File: src/rtl/pe_line_feeder.sv
// Read-side sequencer feeding the PE array: line-buffer reset, filter words, bias word, then
// input rows. Each buffer read is paired with a shift strobe that fires one cycle later.
module pe_line_feeder #(
    parameter int N_BUF  = 33,
    parameter int N_PE   = 32,
    parameter int ADDR_W = 16
) (
    input  logic              clk,
    input  logic              rst,
    input  logic              start,
    input  logic              abort,
    input  logic              stall,
    input  logic [ADDR_W-1:0] row_length,
    input  logic [ADDR_W-1:0] num_rows,
    input  logic [7:0]        filter_len,
    input  logic [N_PE-1:0]   filter_mask,
    input  logic [ADDR_W-1:0] filter_base,
    input  logic              bias_en,
    input  logic [ADDR_W-1:0] bias_addr,
    input  logic [ADDR_W-1:0] line_base,
    output logic              buf_rd_en,
    output logic [ADDR_W-1:0] buf_rd_addr,
    output logic              line_buffer_reset,
    output logic [N_BUF-1:0]  shifting_line,
    output logic [N_PE-1:0]   shifting_filter,
    output logic              shifting_bias,
    output logic              busy,
    output logic              done
);

    typedef enum logic [2:0] {
        IDLE, LBRST, FILT, BIAS, BIAS_WAIT, LINE, DRAIN, DONE
    } state_t;

    state_t state, state_nxt;

    logic [ADDR_W-1:0] row_len_q, num_rows_q, filt_base_q, bias_addr_q, line_base_q;
    logic [7:0]        filt_len_q;
    logic [N_PE-1:0]   mask_q;
    logic              bias_en_q;

    logic [7:0]        filt_idx;
    logic [ADDR_W-1:0] col, row, line_off;

    logic              issue;
    logic [ADDR_W-1:0] rd_addr;
    logic              line_empty;
    logic              line_q, bias_q;
    logic [N_PE-1:0]   filt_q;

    assign line_empty = (row_len_q == '0) || (num_rows_q == '0);

    always_ff @(posedge clk or posedge rst) begin
        if (rst) state <= IDLE;
        else     state <= state_nxt;
    end

    always_comb begin
        state_nxt = state;
        issue     = 1'b0;
        rd_addr   = '0;
        case (state)
            IDLE: if (start && !abort) state_nxt = LBRST;
            LBRST: begin
                if (filt_len_q != 8'd0) state_nxt = FILT;
                else if (bias_en_q)     state_nxt = BIAS;
                else if (line_empty)    state_nxt = DRAIN;
                else                    state_nxt = LINE;
            end
            FILT: begin
                rd_addr = filt_base_q + ADDR_W'(filt_idx);
                issue   = !stall;
                if (!stall && filt_idx == filt_len_q - 8'd1) begin
                    if (bias_en_q)       state_nxt = BIAS;
                    else if (line_empty) state_nxt = DRAIN;
                    else                 state_nxt = LINE;
                end
            end
            BIAS: begin
                if (!bias_en_q) begin
                    state_nxt = line_empty ? DRAIN : LINE;
                end else begin
                    rd_addr = bias_addr_q;
                    issue   = !stall;
                    if (!stall) state_nxt = BIAS_WAIT;
                end
            end
            BIAS_WAIT: state_nxt = line_empty ? DRAIN : LINE;
            LINE: begin
                rd_addr = line_base_q + line_off;
                issue   = !stall;
                if (!stall && col == row_len_q - 1'b1 && row == num_rows_q - 1'b1)
                    state_nxt = DRAIN;
            end
            DRAIN: state_nxt = DONE;
            DONE:  state_nxt = IDLE;
            default: state_nxt = IDLE;
        endcase
        // abort cancels the read in flight so its strobe never appears
        if (abort) begin
            issue = 1'b0;
            if (state != IDLE) state_nxt = IDLE;
        end
    end

    always_ff @(posedge clk or posedge rst) begin
        if (rst) begin
            row_len_q   <= '0;
            num_rows_q  <= '0;
            filt_base_q <= '0;
            bias_addr_q <= '0;
            line_base_q <= '0;
            filt_len_q  <= '0;
            mask_q      <= '0;
            bias_en_q   <= 1'b0;
            filt_idx    <= '0;
            col         <= '0;
            row         <= '0;
            line_off    <= '0;
        end else begin
            if (state == IDLE && start && !abort) begin
                row_len_q   <= row_length;
                num_rows_q  <= num_rows;
                filt_base_q <= filter_base;
                bias_addr_q <= bias_addr;
                line_base_q <= line_base;
                filt_len_q  <= filter_len;
                mask_q      <= filter_mask;
                bias_en_q   <= bias_en;
            end
            if (state == LBRST) begin
                filt_idx <= '0;
                col      <= '0;
                row      <= '0;
                line_off <= '0;
            end
            if (issue && state == FILT) filt_idx <= filt_idx + 8'd1;
            if (issue && state == LINE) begin
                line_off <= line_off + 1'b1;
                if (col == row_len_q - 1'b1) begin
                    col <= '0;
                    row <= row + 1'b1;
                end else begin
                    col <= col + 1'b1;
                end
            end
        end
    end

    // Strobe stage: registered copy of the read issued last cycle, tagged by its phase
    always_ff @(posedge clk or posedge rst) begin
        if (rst) begin
            line_q <= 1'b0;
            filt_q <= '0;
            bias_q <= 1'b0;
        end else begin
            line_q <= issue && (state == LINE);
            filt_q <= (issue && state == FILT) ? mask_q : '0;
            bias_q <= issue && (state == BIAS);
        end
    end

    assign buf_rd_en         = issue;
    assign buf_rd_addr       = rd_addr;
    assign line_buffer_reset = (state == LBRST);
    assign shifting_line     = {N_BUF{line_q}};
    assign shifting_filter   = filt_q;
    assign shifting_bias     = bias_q;
    assign busy              = (state != IDLE) && (state != DONE);
    assign done              = (state == DONE) && !abort;

endmodule
File: config.mk
export PLATFORM = sky130hd
export DESIGN_NAME = pe_line_feeder
export DESIGN_NICKNAME = d
export VERILOG_FILES = /design/src/rtl/pe_line_feeder.sv
export SDC_FILE = /design/constraint.sdc
export NUM_CORES = 1
export LEC_CHECK = 0
export BUFFER_PORTS_ARGS = -buffer_cell sky130_fd_sc_hd__clkbuf_2
export CAP_MARGIN = 20
export CORE_MARGIN = 4
export CORE_UTILIZATION = 61
export DETAILED_ROUTE_END_ITERATION = 10
export GPL_TIMING_DRIVEN = 0
export PLACE_DENSITY = 0.86
export SLEW_MARGIN = 20
export SYNTH_ARGS = -nofsm -noshare
export SYNTH_HDL_FRONTEND = slang
export SYNTH_SLANG_ARGS = --single-unit
File: constraint.sdc
create_clock -name clk -period 13.7 [get_ports clk]
set_input_delay 2.055 -clock clk [delete_from_list [all_inputs] [get_ports clk]]
set_output_delay 2.055 -clock clk [all_outputs]
set_load 0.02 [all_outputs]
======== Word-level counts from Yosys, hierarchy flattened ========
Cells that the tools add are included.
word-level totals
  input bits .............................. 126
  flip-flop bits (word level) ............. 214
  logic and storage cells ................. 84
operators by class
  reduce and logical (&&, ||, !) cells .... 22
  muxes and demuxes ....................... 26
  equality and inequality tests ........... 11
  add/subtract/negate cells ............... 9
operators by type and width
  cell                                                  number
  2-to-1 mux 16 bit                                     8
  adder 16 x 1 -> 16 bit (second input constant)        3
  one-hot mux 16 bit (3 select lines)                   1
  equality test 16 bit                                  2
  zero test 16 bit                                      2
  2-to-1 mux 32 bit                                     1
  subtractor 16 x 1 -> 16 bit (second input constant)   2
  2-to-1 mux 3 bit                                      9
  one-hot mux 3 bit (8 select lines)                    1
  adder 16 bit                                          1
  adder 16 x 8 -> 16 bit                                1
  2-to-1 mux 8 bit                                      2
  equality test 3 bit (second input constant)           4
  logical AND 1 bit                                     11
  adder 8 x 1 -> 8 bit (second input constant)          1
  equality test 8 bit                                   1
  nonzero test 8 bit                                    1
  subtractor 8 x 1 -> 8 bit (second input constant)     1
  equality test 3 x 2 -> 1 bit (second input constant)  2
  nonzero test 2 bit                                    2
  equality test 3 x 1 -> 1 bit (second input constant)  1
  zero test 3 bit                                       1
  != test 3 bit (second input constant)                 1
  nonzero test 3 bit                                    1
  6 further kinds                                       8

======== Logic depth before layout (Yosys ltp) ========
  depth after elaboration ................. 8
  gate-level depth with buffers ........... 13
  gate-level depth less buffers ........... 12

======== Worst setup path before layout ========
Ideal clock, no wire load.
  kind .................................... input to output
  start point ............................. input abort
  end point ............................... output buf_rd_en
  arrival ................................. 2936 ps
  path buffers ............................ 1
  stages on the path ...................... 3
  required time ........................... 11645 ps
  slack ................................... 8709 ps
  cell sequence ........................... or3_1 inv_1 clkbuf_1
between the ends
  longest elaborated chain between the ends .. 1
ends and longest elaborated chain
  element           line  text
  start, declared   11    input logic abort,
  2-to-1 mux 1 bit  100   if (abort) begin
  end, declared     21    output logic buf_rd_en,
No other way between the ends.

======== Final worst setup path ========
  start point ............................. register filt_idx[1]
  end point ............................... output buf_rd_addr[13]
between the ends
  longest elaborated chain between the ends .. 2
ends and longest elaborated chain
  element                              line  text
  start, declared                      42    logic [7:0] filt_idx;
  start signal, assigned               137   if (issue && state == FILT) filt_idx <= filt_idx + 8'd1;
  adder 16 x 8 -> 16 bit               71    rd_addr = filt_base_q + ADDR_W'(filt_idx);
  one-hot mux 16 bit (3 select lines)  62    case (state)
  end, declared                        22    output logic [ADDR_W-1:0] buf_rd_addr,
No other way between the ends.

==> results.cfg <==
[run_status]
status = complete, no violations

[layout]
diodes = 0
nNetsFinal = 1518
drive_above_1_share_pct = 30.9
area_growth_pct = 18.8
fillers = 1288
final_util_pct = 73.9
fin_cells = 1609

[clock_network]
cts_buffer_depth = 3
clock_sinks = 214
cts_setup_buffers = 0
cts.clk_slew.worst_paths_ns = 0.06
cts.repair.resized = 0
cts_tree = built
holdBufCountCts = 0
root_buffer = clkbuf_16
cts-buffers-inserted = 24
clock_latency_ns = 0.52
htreeDepth = 1

[power]
max-vdd-ir-drop_mv = 0.109
leakagePower_nw = 6.60
power.density_nw_per_um2 = 119

[synth]
synth_fp_nets = 1279
ys_types = 62
yosysWarnings = 0
yosys.area.top_type = dfrtp_1
async_flop_share_pct = 100
ys_ff_latch = 214
synth_ff_type = dfrtp_1
synthCells = 1120
syn_area_um2 = 11600
synth.top_cell.area_share_pct = 46.0
avgSynthCellArea_um2 = 10.4
synth_edf_count = 0
seq_area_frac_synth_pct = 46.0
yosys-top-cells-area = dfrtp_1 46%, mux2_2 12%, xnor2_1 3.7%

[sta]
tightest_slew_ns = 1.00
finalHoldViolCount = 0
fmax_mhz = 174
maxSlewViolCount = 0
rsz0062_at_grt = no
fin_ws_ns = 7.95
setup_viol = 0
fin_crit_sh_pct = 42.0
slew_headroom_pct = 32.6
skew_ns = 0.0180
setup_tns_ns = 0
min_period_ns = 5.75

[setup_path]
end_kind = output pin
crit_type = register to output pin
critPathMaxFanout = 7
arrival_ns = 3.69
critical-path-slowest-cell = a2111oi_0
cpMostUsedCell = a21o_1
cp_slowest_stage_delay_ns = 0.56
start_kind = register
required_ns = 11.64
path_cells = ha_1 -> a21o_1 -> a21o_1 -> a2111oi_0 -> or3_1 -> nand3_1 -> mux2i_1 -> o221ai_1 -> or3b_2 -> clkbuf_2

[place]
placed_cells = 1567
io_buffers = 211
routabilityCongestion = 0.933
dp_slack_ns = 8.13
hpwl_um = 21200

[routing]
drt_first_pass_iters = 5
drt-vias-per-instance = 5.93
vias = 9537
wl_um = 29000
wl_per_cell_um = 18.0
drc = 0
drtAntennaViolNets = 0
first_iter_violations = 679

[global_route]
grt_overflow_total = 0
antenna_found_initial = 0
grt_pass1_vias = 9412
grt_max_degree = 106
grt_pass1_wl_um = 47100
grt_usage_pct = 26.5

[die]
core_um2 = 18700
die_y_um = 146
die_x_um = 146
ioPinCount = 212
fp.dieArea_um2 = 21300
num_rows = 50
start_util_pct = 62.2

[flow_run]
drv_cap = 0

[worst_hold_path]
hold_path_class = register to register
[report_power, final]
part | total [mW] | internal [mW] | switching [mW] | leakage (nW)
clock network | 0.636 | 0.371 | 0.265 | 0.388
registers | 0.757 | 0.697 | 0.0606 | 2.72
logic | 0.247 | 0.127 | 0.120 | 3.49
total | 1.64 | 1.19 | 0.446 | 6.60
[cells in the mapped netlist, drive strengths merged, types with 3 or more instances]
library cell  instances
a211o                 4
dfrtp               214
o21bai                3
nand3b                4
o21ai                58
and3                 56
o211ai                5
o31ai                 5
a22oi                 7
xor2                 35
nor3                 23
and2                  4
a21oi                30
or2                   4
buf                  39
a21o                  8
nand3                54
clkbuf               45
or4                   6
xnor2                49
nor2                 64
a31oi                10
nor4                 15
or3                  12
o22ai                 5
nand2b                6
nor2b                 4
nand2                85
mux2                123
nor3b                 3
ha                   31
inv                  29
mux2i                34
o221ai                5
nand4                 9
[metal layers]
layer / track usage [%] / up-vias / wire (um)
li1: - / 4440 / -
met1: 34.2 / 4659 / 11900
met2: 44.9 / 364 / 14100
met3: 5.62 / 74 / 2130
met4: 8.94 / 0 / 867
met5: 0 / - / 0
[cell usage in the layout (no fill, tap or decap), drive strengths merged, types with 5 or more instances in the layout]
| master | count |
|---|---|
| a31oi | 10 |
| xor2 | 35 |
| or3 | 12 |
| clkbuf | 283 |
| ha | 31 |
| nand4 | 9 |
| or4 | 6 |
| mux2 | 123 |
| nor2 | 64 |
| mux2i | 34 |
| nor3 | 23 |
| clkinv | 10 |
| nand2 | 85 |
| o221ai | 5 |
| nand3 | 54 |
| o211ai | 5 |
| a21oi | 30 |
| xnor2 | 49 |
| o21ai | 58 |
| and3 | 56 |
| a22oi | 7 |
| o31ai | 5 |
| nand2b | 6 |
| inv | 30 |
| a21o | 8 |
| nor4 | 15 |
| buf | 41 |
| o22ai | 5 |
| dfrtp | 214 |
[state kept, by name, indices dropped and copies added (netlist names)]
signal           cells
mask_q              32
shifting_filter     32
bias_addr_q         16
col                 16
filt_base_q         16
line_base_q         16
line_off            16
num_rows_q          16
row                 16
row_len_q           16
filt_idx             8
filt_len_q           8
state                3
bias_en_q            1
line_q               1
shifting_bias        1
[worst paths after layout]
path / from / to / slack (ns) / cells past startpoint
max in group asynchronous: rst / filt_idx[5] / 11.39 / 3
worst max register to register: row_len_q[0] / state[0] / 10.23 / 10
worst min-delay path: mask_q[23] / mask_q[23] / 0.50 / 1
worst max-delay path: filt_idx[1] / buf_rd_addr[13] / 7.95 / 10
min in group asynchronous: rst / row[9] / 1.51 / 2
worst min register to register: mask_q[23] / mask_q[23] / 0.50 / 1
[cell families (layout without fill, tap and decap cells)]
group	Yosys count	in the layout	synth area share [%]
buf+inv	113	368	4.73
xor+xnor	84	84	6.32
fa+ha+maj	33	33	3.68
mux	157	157	14.8
compound gates	162	162	8.76
simple gates	357	357	15.7
flops	214	214	46.0
[critical path: cells and delay by family, from the launching register on]
| kind | cells | cell delay [ns] |
|---|---|---|
| buffers and inverters | 1 | 0.19 |
| flip-flops | 1 | 0.53 |
| AO/OA/AOI/OAI | 4 | 1.04 |
| AND/OR/NAND/NOR | 3 | 0.89 |
| adder cells (fa/ha/maj) | 1 | 0.30 |
| multiplexers | 1 | 0.23 |
[area by class of cell]
type,count,area (um^2),share of cell area [%]
multi-input cells,793,5730,41.4
flip-flops and latches,214,5360,38.7
repair buffers,213,1110,8.04
clock buffers,27,632,4.57
plain buffers,84,442,3.19
well taps,234,293,2.12
clock inverters,15,148,1.07
inverters,29,116,0.842
[stage by stage]
stage | instance area [um^2] | hold slack, ns | power [mW]
2_1_floorplan | 11600 | 0.464 | 0.932
3_3_place_gp | 13000 | 0.476 | 0.994
3_5_place_dp | 13000 | 0.483 | 1.01
4_1_cts | 13800 | 0.499 | 1.65
5_1_grt | 13800 | 0.511 | 1.71
6_report | 13800 | 0.497 | 1.64
(Power assumes the default switching activity.)
